### src/rtl/hamming_pkg.sv
// hamming_pkg
// Shared definitions for the SECDED (16,11) Hamming encoder engine and the
// downstream decoder: FSM state type, codeword parity bit positions, the
// codeword builder and a syndrome helper built on top of it.
package hamming_pkg;

   typedef enum logic [2:0] {
      ST_IDLE  = 3'd0,
      ST_RD_LO = 3'd1,
      ST_RD_HI = 3'd2,
      ST_WR_LO = 3'd3,
      ST_WR_HI = 3'd4,
      ST_DONE  = 3'd5
   } state_t;

   // Codeword bit positions of the parity bits; data fills the others.
   localparam int P0 = 0;
   localparam int P1 = 1;
   localparam int P2 = 2;
   localparam int P4 = 4;
   localparam int P8 = 8;

   // Build the 16-bit codeword {d[11:5], p8, d[4:2], p4, d[1], p2, p1, p0}.
   function automatic logic [15:0] hamming_parity(input logic [11:1] d);
      logic        p8;
      logic        p4;
      logic        p2;
      logic        p1;
      logic        p0;
      logic [15:0] cw;
      p8 = ^d[11:5];
      p4 = (^d[11:8]) ^ (^d[4:2]);
      p2 = d[11] ^ d[10] ^ d[7] ^ d[6] ^ d[4] ^ d[3] ^ d[1];
      p1 = d[11] ^ d[9] ^ d[7] ^ d[5] ^ d[4] ^ d[2] ^ d[1];
      p0 = (^d) ^ p8 ^ p4 ^ p2 ^ p1;
      cw = {d[11:5], 1'b0, d[4:2], 1'b0, d[1], 3'b000};
      cw[P8] = p8;
      cw[P4] = p4;
      cw[P2] = p2;
      cw[P1] = p1;
      cw[P0] = p0;
      return cw;
   endfunction

   // Returns {overall_parity_mismatch, syndrome[3:0]}. The syndrome is the
   // codeword position of a single flipped bit (0 when only p0 flipped).
   function automatic logic [4:0] hamming_syndrome(input logic [15:0] cw);
      logic [11:1] d;
      logic [15:0] diff;
      d    = {cw[15:9], cw[7:5], cw[3]};
      // Recomputing from the received data leaves data positions equal, so
      // only the parity positions covering the bad bit differ.
      diff = cw ^ hamming_parity(d);
      return {^cw, diff[P8], diff[P4], diff[P2], diff[P1]};
   endfunction

endpackage

### src/rtl/hamming_enc.sv
// hamming_enc
// Purely combinational SECDED encoder wrapping hamming_pkg::hamming_parity.
// Ports:
//   data  input  11  message bits d[11:1] (data[0] = d1)
//   cw    output 16  codeword
module hamming_enc
   import hamming_pkg::*;
(
   input  logic [10:0] data,
   output logic [15:0] cw
);

   assign cw = hamming_parity(data);

endmodule

### src/rtl/hamming_enc_engine.sv
// hamming_enc_engine
// On req, reads NUM_MSG 11-bit messages (two bytes each) from a byte-wide
// data memory and writes each back as a 16-bit SECDED codeword, 4 cycles per
// message (RD_LO, RD_HI, WR_LO, WR_HI).
// Ports:
//   clk        input   1       clock
//   reset      input   1       synchronous active-high reset
//   req        input   1       start request, honoured in IDLE or DONE
//   done       output  1       high while in DONE
//   mem_addr   output  ADDR_W  memory byte address
//   mem_we     output  1       memory write enable
//   mem_wdata  output  8       memory write data
//   mem_rdata  input   8       combinational read data for mem_addr
module hamming_enc_engine
   import hamming_pkg::*;
#(
   parameter int NUM_MSG  = 15,
   parameter int SRC_BASE = 0,
   parameter int DST_BASE = 30,
   parameter int ADDR_W   = 8
)(
   input  logic              clk,
   input  logic              reset,
   input  logic              req,
   output logic              done,
   output logic [ADDR_W-1:0] mem_addr,
   output logic              mem_we,
   output logic [7:0]        mem_wdata,
   input  logic [7:0]        mem_rdata
);

   localparam int                IDX_W    = $clog2(NUM_MSG + 1);
   localparam logic [IDX_W-1:0]  LAST_IDX = IDX_W'(NUM_MSG - 1);
   localparam logic [ADDR_W-1:0] SRC_A    = ADDR_W'(SRC_BASE);
   localparam logic [ADDR_W-1:0] DST_A    = ADDR_W'(DST_BASE);
   localparam logic [ADDR_W-1:0] ONE_A    = ADDR_W'(1);

   state_t            state;
   logic [IDX_W-1:0]  idx;
   logic [7:0]        lo_r;
   logic [2:0]        hi_r;
   logic [15:0]       cw;
   logic [ADDR_W-1:0] ofs;
   logic              unused_rdata_hi;

   // Only d[11:9] live in the high source byte; the rest is don't-care.
   assign unused_rdata_hi = ^mem_rdata[7:3];

   // Byte offset of message idx; address sums wrap modulo 2^ADDR_W.
   assign ofs = ADDR_W'({idx, 1'b0});

   hamming_enc u_enc (
      .data ({hi_r, lo_r}),
      .cw   (cw)
   );

   // Sequencer: state, message index, latched message bytes and done flag.
   always_ff @(posedge clk) begin
      if (reset) begin
         state <= ST_IDLE;
         idx   <= '0;
         lo_r  <= 8'h00;
         hi_r  <= 3'b000;
         done  <= 1'b0;
      end else begin
         case (state)
            ST_IDLE: begin
               if (req) begin
                  state <= ST_RD_LO;
                  idx   <= '0;
               end else begin
                  state <= ST_IDLE;
               end
            end
            ST_RD_LO: begin
               lo_r  <= mem_rdata;
               state <= ST_RD_HI;
            end
            ST_RD_HI: begin
               hi_r  <= mem_rdata[2:0];
               state <= ST_WR_LO;
            end
            ST_WR_LO: begin
               state <= ST_WR_HI;
            end
            ST_WR_HI: begin
               if (idx == LAST_IDX) begin
                  state <= ST_DONE;
                  done  <= 1'b1;
               end else begin
                  idx   <= idx + IDX_W'(1);
                  state <= ST_RD_LO;
               end
            end
            ST_DONE: begin
               if (req) begin
                  state <= ST_RD_LO;
                  idx   <= '0;
                  done  <= 1'b0;
               end else begin
                  state <= ST_DONE;
               end
            end
            default: begin
               state <= ST_IDLE;
               done  <= 1'b0;
            end
         endcase
      end
   end

   // Moore decode of the memory port from state and idx.
   always_comb begin
      mem_we    = 1'b0;
      mem_addr  = '0;
      mem_wdata = 8'h00;
      case (state)
         ST_RD_LO: begin
            mem_addr = SRC_A + ofs;
         end
         ST_RD_HI: begin
            mem_addr = SRC_A + ofs + ONE_A;
         end
         ST_WR_LO: begin
            // Masked by reset so a reset landing on a write cycle never
            // commits that byte.
            mem_we    = ~reset;
            mem_addr  = DST_A + ofs;
            mem_wdata = cw[7:0];
         end
         ST_WR_HI: begin
            mem_we    = ~reset;
            mem_addr  = DST_A + ofs + ONE_A;
            mem_wdata = cw[15:8];
         end
         default: begin
            mem_we    = 1'b0;
            mem_addr  = '0;
            mem_wdata = 8'h00;
         end
      endcase
   end

endmodule

### config.mk
export PLATFORM = sky130hd
export DESIGN_NAME = hamming_enc_engine
export DESIGN_NICKNAME = d
export VERILOG_FILES = /design/src/rtl/hamming_pkg.sv /design/src/rtl/hamming_enc.sv /design/src/rtl/hamming_enc_engine.sv
export SDC_FILE = /design/constraint.sdc
export NUM_CORES = 1
export LEC_CHECK = 0
export BUFFER_PORTS_ARGS = -buffer_cell sky130_fd_sc_hd__buf_2
export CORE_MARGIN = 5
export CORE_UTILIZATION = 30
export CTS_BUF_LIST = sky130_fd_sc_hd__clkbuf_16
export DETAILED_ROUTE_END_ITERATION = 10
export SYNTH_ARGS = -nofsm -noshare
export SYNTH_HDL_FRONTEND = slang
export SYNTH_SLANG_ARGS = --single-unit
### constraint.sdc
create_clock -name clk -period 2.4 [get_ports clk]
set_input_delay 0 -clock clk [delete_from_list [all_inputs] [get_ports clk]]
set_output_delay 0 -clock clk [all_outputs]
set_load 0.03 [all_outputs]
-- Word-level counts from Yosys, hierarchy flattened
Index checks and enable logic that the tools add are counted.
- register bits after elaboration: 19
- output and inout bits: 18
- logic and storage cells: 62
- add/sub/neg operators: 4
- equality and inequality tests: 10
- multiplexer cells: 13
- bitwise operators: 19
- reductions and logical operators: 11
- operators with widths (operator ; number):
    case mux 7 bit (4 select lines) ; 1
    case mux 3 bit (6 select lines) ; 1
    bitwise XOR 1 bit ; 17
    case mux 8 bit (2 select lines) ; 1
    parity 11 bit ; 1
    2-to-1 mux 4 bit ; 2
    case mux 4 bit (2 select lines) ; 1
    adder 6 x 1 -> 7 bit (second input constant) ; 1
    parity 7 bit ; 1
    adder 5 x 1 -> 6 bit (second input constant) ; 1
    adder 5 x 5 -> 6 bit (first input constant) ; 1
    == test 3 x 2 -> 1 bit (second input constant) ; 2
    == test 3 bit (second input constant) ; 2
    2-to-1 mux 3 bit ; 2
    inequality test 2 bit (second input constant) ; 3
    AND reduction 3 bit ; 2
    adder 4 x 1 -> 4 bit (second input constant) ; 1
    == test 4 bit (second input constant) ; 1
    2-to-1 mux 1 bit ; 4
    OR reduction 2 bit ; 2
    OR reduction 4 bit ; 1
    parity 4 bit ; 1
    == test 3 x 1 -> 1 bit (second input constant) ; 1
    zero test 3 bit ; 1
    other kinds (5) ; 6

-- Longest topological paths before layout
- depth after elaboration: 9
- gate-level depth with buffers: 6
- depth with buffers taken out: 6

-- By module
From an unflattened synthesis, not the netlist that was laid out.
- cells, all modules: 166
- area total of the unflattened synthesis: 1460.2 µm²
- by module, submodules not included (module ; instances ; cells each ; area an instance (µm²) ; sequential area each (µm²)):
    hamming_enc_engine ; 1 ; 137 ; 1191.1 ; 380.4
    hamming_enc ; 1 ; 29 ; 269.0 ; 0.0

-- Least setup slack after synthesis
OpenSTA, ideal clock, no wires.
- kind: reg2out
- from: register lo_r[7]
- to: output mem_wdata[0]
- arrival time: 1887 ps
- required time: 2400 ps
- slack: 513 ps
- stages on the path, launching flop included: 5
- buffers on the path: 0
- cells stage by stage: dfxtp_1 xor3_1 xnor3_1 xor3_1 o22ai_1
- longest elaborated chain between the ends: 6
- elaborated cells between the ends (all ways): 9
- classes of those cells: mux (1); bitwise (5); reduce/logical (3)
- ends and longest elaborated chain (what ; line ; source):
    from (decl) ; hamming_enc_engine.sv:40 ; logic [7:0] lo_r;
    from (signal assigned) ; hamming_enc_engine.sv:76 ; lo_r <= mem_rdata;
    parity 11 bit (tied with other cells) ; hamming_pkg.sv:35 ; p0 = (^d) ^ p8 ^ p4 ^ p2 ^ p1;
    bitwise XOR 1 bit (on tied branches) ; hamming_pkg.sv:35, hamming_pkg.sv:32 ;
    bitwise XOR 1 bit (3 in series) ; hamming_pkg.sv:35 ;
    case mux 8 bit (2 select lines) (*) ; hamming_enc_engine.sv:117 ; case (state)
    to (decl) ; hamming_enc_engine.sv:28 ; output logic [7:0] mem_wdata,
Mark *: on every way between the ends. The rest lies on a longest branch, timed or not.

-- Worst setup path in the final report
- from: register hi_r[2]
- to: output mem_wdata[0]
- longest elaborated chain between the ends: 9
- elaborated cells between the ends (all ways): 21
- classes of those cells: mux (1); bitwise (17); reduce/logical (3)
- ends and longest elaborated chain (what ; line ; source):
    from (decl) ; hamming_enc_engine.sv:41 ; logic [2:0] hi_r;
    from (signal assigned) ; hamming_enc_engine.sv:80 ; hi_r <= mem_rdata[2:0];
    bitwise XOR 1 bit (6 in series) ; hamming_pkg.sv:33 ; p2 = d[11] ^ d[10] ^ d[7] ^ d[6] ^ d[4] ^ d[3] ^ d[1];
    bitwise XOR 1 bit (2 in series) ; hamming_pkg.sv:35 ;
    case mux 8 bit (2 select lines) (*) ; hamming_enc_engine.sv:117 ;
Marked as above.

==> flow_metrics.py <==
metrics = {
    "status": {
        "run_status": "finished, violations left",
        "failed_checks": "hold timing",
    },
    "synth": {
        "post_synth_edffs": 0,
        "synth_top_area_share_pct": 29.6,
        "yosys_most_used_dff": "dfxtp_1",
        "synthesized_netlist_cell_count": 153,
        "synth_warnings": 0,
        "netlist.top_cell.by_area": "dfxtp_1",
        "synthTopCellsByArea": "dfxtp_1 (30%), xnor2_1 (9.6%), mux2i_1 (9.4%)",
        "yosysSeqAreaShare_pct": 29.6,
        "post_synth_num_cell_types": 37,
        "synth_area_per_cell_um2": 8.39,
        "async_reset_ff_share_pct": 0,
        "synth_seq_cells": 19,
        "netlist_area_um2": 1280,
    },
    "drt": {
        "antenna_violating_nets_post_route": 0,
        "avgViaCountPerCell": 4.90,
        "met3RoutedLength_um": 154,
        "router_iterations_before_antenna_repair": 4,
        "routed_wl_um": 3060,
        "detail_route.iter0.violations": 67,
        "drt-met1-wl_um": 1530,
        "via_count": 1123,
        "post_detailed_route_drc_marker_count": 0,
        "met2_wirelength_um": 1320,
        "top_layer_used": "met4",
        "routed_wire_length_per_instance_um": 13.4,
    },
    "worst_setup_path": {
        "kind_of_end_point_of_the_critical_path": "primary output",
        "worst-setup-path-type": "register to primary output",
        "timing.critical_path.required_ps": 2400,
        "crit_fanout": 4,
        "timing.critical_path.arrival_ps": 2130,
        "cp-start-kind": "register",
    },
    "clock_tree": {
        "clk-insertion-delay-late_ps": 250,
        "hold_buffers": 5,
        "cts.clk_slew.worst_paths_ps": 60,
        "total_number_of_h_tree_levels": 1,
        "clock-root-buffer": "clkbuf_16",
        "ctsResizeCount": 0,
        "post_cts_buffers": 0,
        "clockBufferDepth": 2,
        "tritoncts.num_buffers": 3,
        "tritoncts": "built",
        "cts_num_sinks": 19,
    },
    "layout": {
        "final_cell_area_um2": 1560,
        "layout-area-overhead-vs-synth_pct": 21.8,
        "drive_above_1_share_pct": 18.4,
        "final_net_count": 194,
        "antenna_cells_inserted": 0,
    },
    "sta": {
        "highest_clock_rate_mhz": 470,
        "period_needed_ps": 2130,
        "grt_setup_unrepaired": "no",
        "timing_hold_violations_final": 1,
        "worst-slew-pin-transition_ps": 606,
        "finalSetupTns_ps": 0,
        "ratio_of_final_minimum_period_to_clock_period_pct": 88.7,
        "worst_clock_skew_ps": 1.63,
        "report.final.slew_viol_count": 0,
        "worst_slew_margin_rel_pct": 59.5,
        "hold_ws_ps": -1.76,
        "setup_viol": 0,
    },
    "pwr": {
        "ir_drop_mv": 0.263,
        "share_of_power_burned_in_registers_pct": 36.8,
        "swShare_pct": 29.5,
        "cellLeakagePower_uw": 0.000644,
        "p_sw_uw": 299,
        "combPwrFrac_pct": 28.8,
        "power-per-cell-area_nw_per_um2": 648,
        "power.clock.fraction_pct": 34.4,
        "internal_power_uw": 715,
    },
    "grt": {
        "global_route_wire_length_before_repair_um": 4970,
        "grt_pass1_vias": 1077,
        "number_of_antenna_violations_at_the_first_check_in_global_routing": 0,
        "grt_start_max_net_pins": 20,
        "gr_overflow_total": 0,
        "grtUsageTotal_pct": 11.6,
    },
    "job": {
        "max_cap_viol": 0,
    },
    "die": {
        "die_h_um": 75.4,
        "design.core.area_um2": 4090,
        "initial_util_pct": 31.4,
        "row_count": 23,
        "fp.dieArea_um2": 5690,
        "die_width_um": 75.4,
        "pin_count": 29,
    },
    "placed_design": {
        "placement.cell_area_um2": 1430,
        "final_replace_weighted_congestion": 0.736,
        "detailed_place_hpwl_um": 2240,
        "io_buffers": 26,
    },
    "worst_hold_path": {
        "worstHoldPathType": "input pin to register",
    },
}
[cells in the final DEF (no fill, tap or decap), drive strengths merged, types with 4 or more instances in the layout]
cell type	n
inv	4
dfxtp	19
o21ai	6
a21oi	14
mux2i	12
dlygate4sd3	5
buf	27
xnor2	15
nor2	22
a22o	5
nand2	10
[cell type report]
| cell class | instances | area, um^2 |
|---|---|---|
| Timing Repair Buffer | 32 | 188 |
| Inverter | 4 | 15.0 |
| Clock buffer | 3 | 75.1 |
| Fill cell | 436 | 2520 |
| Tap cell | 50 | 62.6 |
| Sequential cell | 19 | 380 |
| Clock inverter | 1 | 5.00 |
| Multi-Input combinational cell | 120 | 838 |
[layer usage]
layer  up-vias  global-route usage (%)
li1        582                       -
met1       507                    15.5
met2        29                    17.7
met3         5                    2.51
met4         0                    5.24
met5         -                       0
[metrics by stage]
step	setup WS [ps]	util [%]	hold WS [ps]	total power [uW]	cells
final	272	38.3	-1.76	1010	229
after global routing	157	38.3	21.5	1070	229
after floorplan	513	-	147	615	154
after CTS	251	38.3	1.24	1020	229
after detailed placement	577	35.1	247	666	220
after global placement	589	35.1	233	665	220
[final timing paths]
kind | endpoint | slack (ps) | cells past startpoint | startpoint
hold reg to reg | done | 520 | 2 | done
setup reg to reg | idx[3] | 550 | 6 | idx[0]
hold / removal | hi_r[1] | -2 | 3 | mem_rdata[1]
setup / recovery | mem_wdata[0] | 270 | 5 | hi_r[2]
[registers in the layout, indices dropped and copies added (netlist names)]
name and count:
lo_r 8, done 1, state 3, hi_r 3, idx 4
[worst max-delay path: stages, from the launching register on]
cell and delay (ps):
dfxtp_1 350, xnor2_1 300, xnor3_1 490, xor3_1 380, o22ai_1 150, buf_2 220
[cell families (layout without fill, tap and decap cells)]
| group | count (synthesis) | in the layout | share of synthesized area [%] |
|---|---|---|---|
| XOR/XNOR | 20 | 20 | 17.6 |
| AO/OA/AOI/OAI | 37 | 37 | 18.1 |
| AND/OR/NAND/NOR | 46 | 46 | 16.7 |
| multiplexers | 12 | 12 | 9.36 |
| flip-flops | 19 | 19 | 29.6 |
| buffers and inverters | 15 | 40 | 5.36 |
| other | 1 | 2 | 0.292 |
| adder cells (fa/ha/maj) | 3 | 3 | 2.92 |
[synth_stat cells (all sizes together) (2+ instances only)]
cell type  instances
nor3b              2
a2bb2oi            2
nand2             10
xor2               2
dfxtp             19
a21oi             14
xor3               2
nor3               2
nand2b             3
buf                6
a22o               5
o21ai              6
o22ai              3
inv                4
xnor2             15
nor2              22
clkbuf             5
a31oi              2
ha                 3
mux2i             12
[power groups by stage]
stage	combinational, uW	sequential (uW)	clock [uW]
after floorplan	255	360	0
after global placement	285	380	0
after detailed placement	285	380	0
after CTS	294	373	357
after global routing	325	379	367
final	292	374	349
Power figures use the tool's default switching activity.
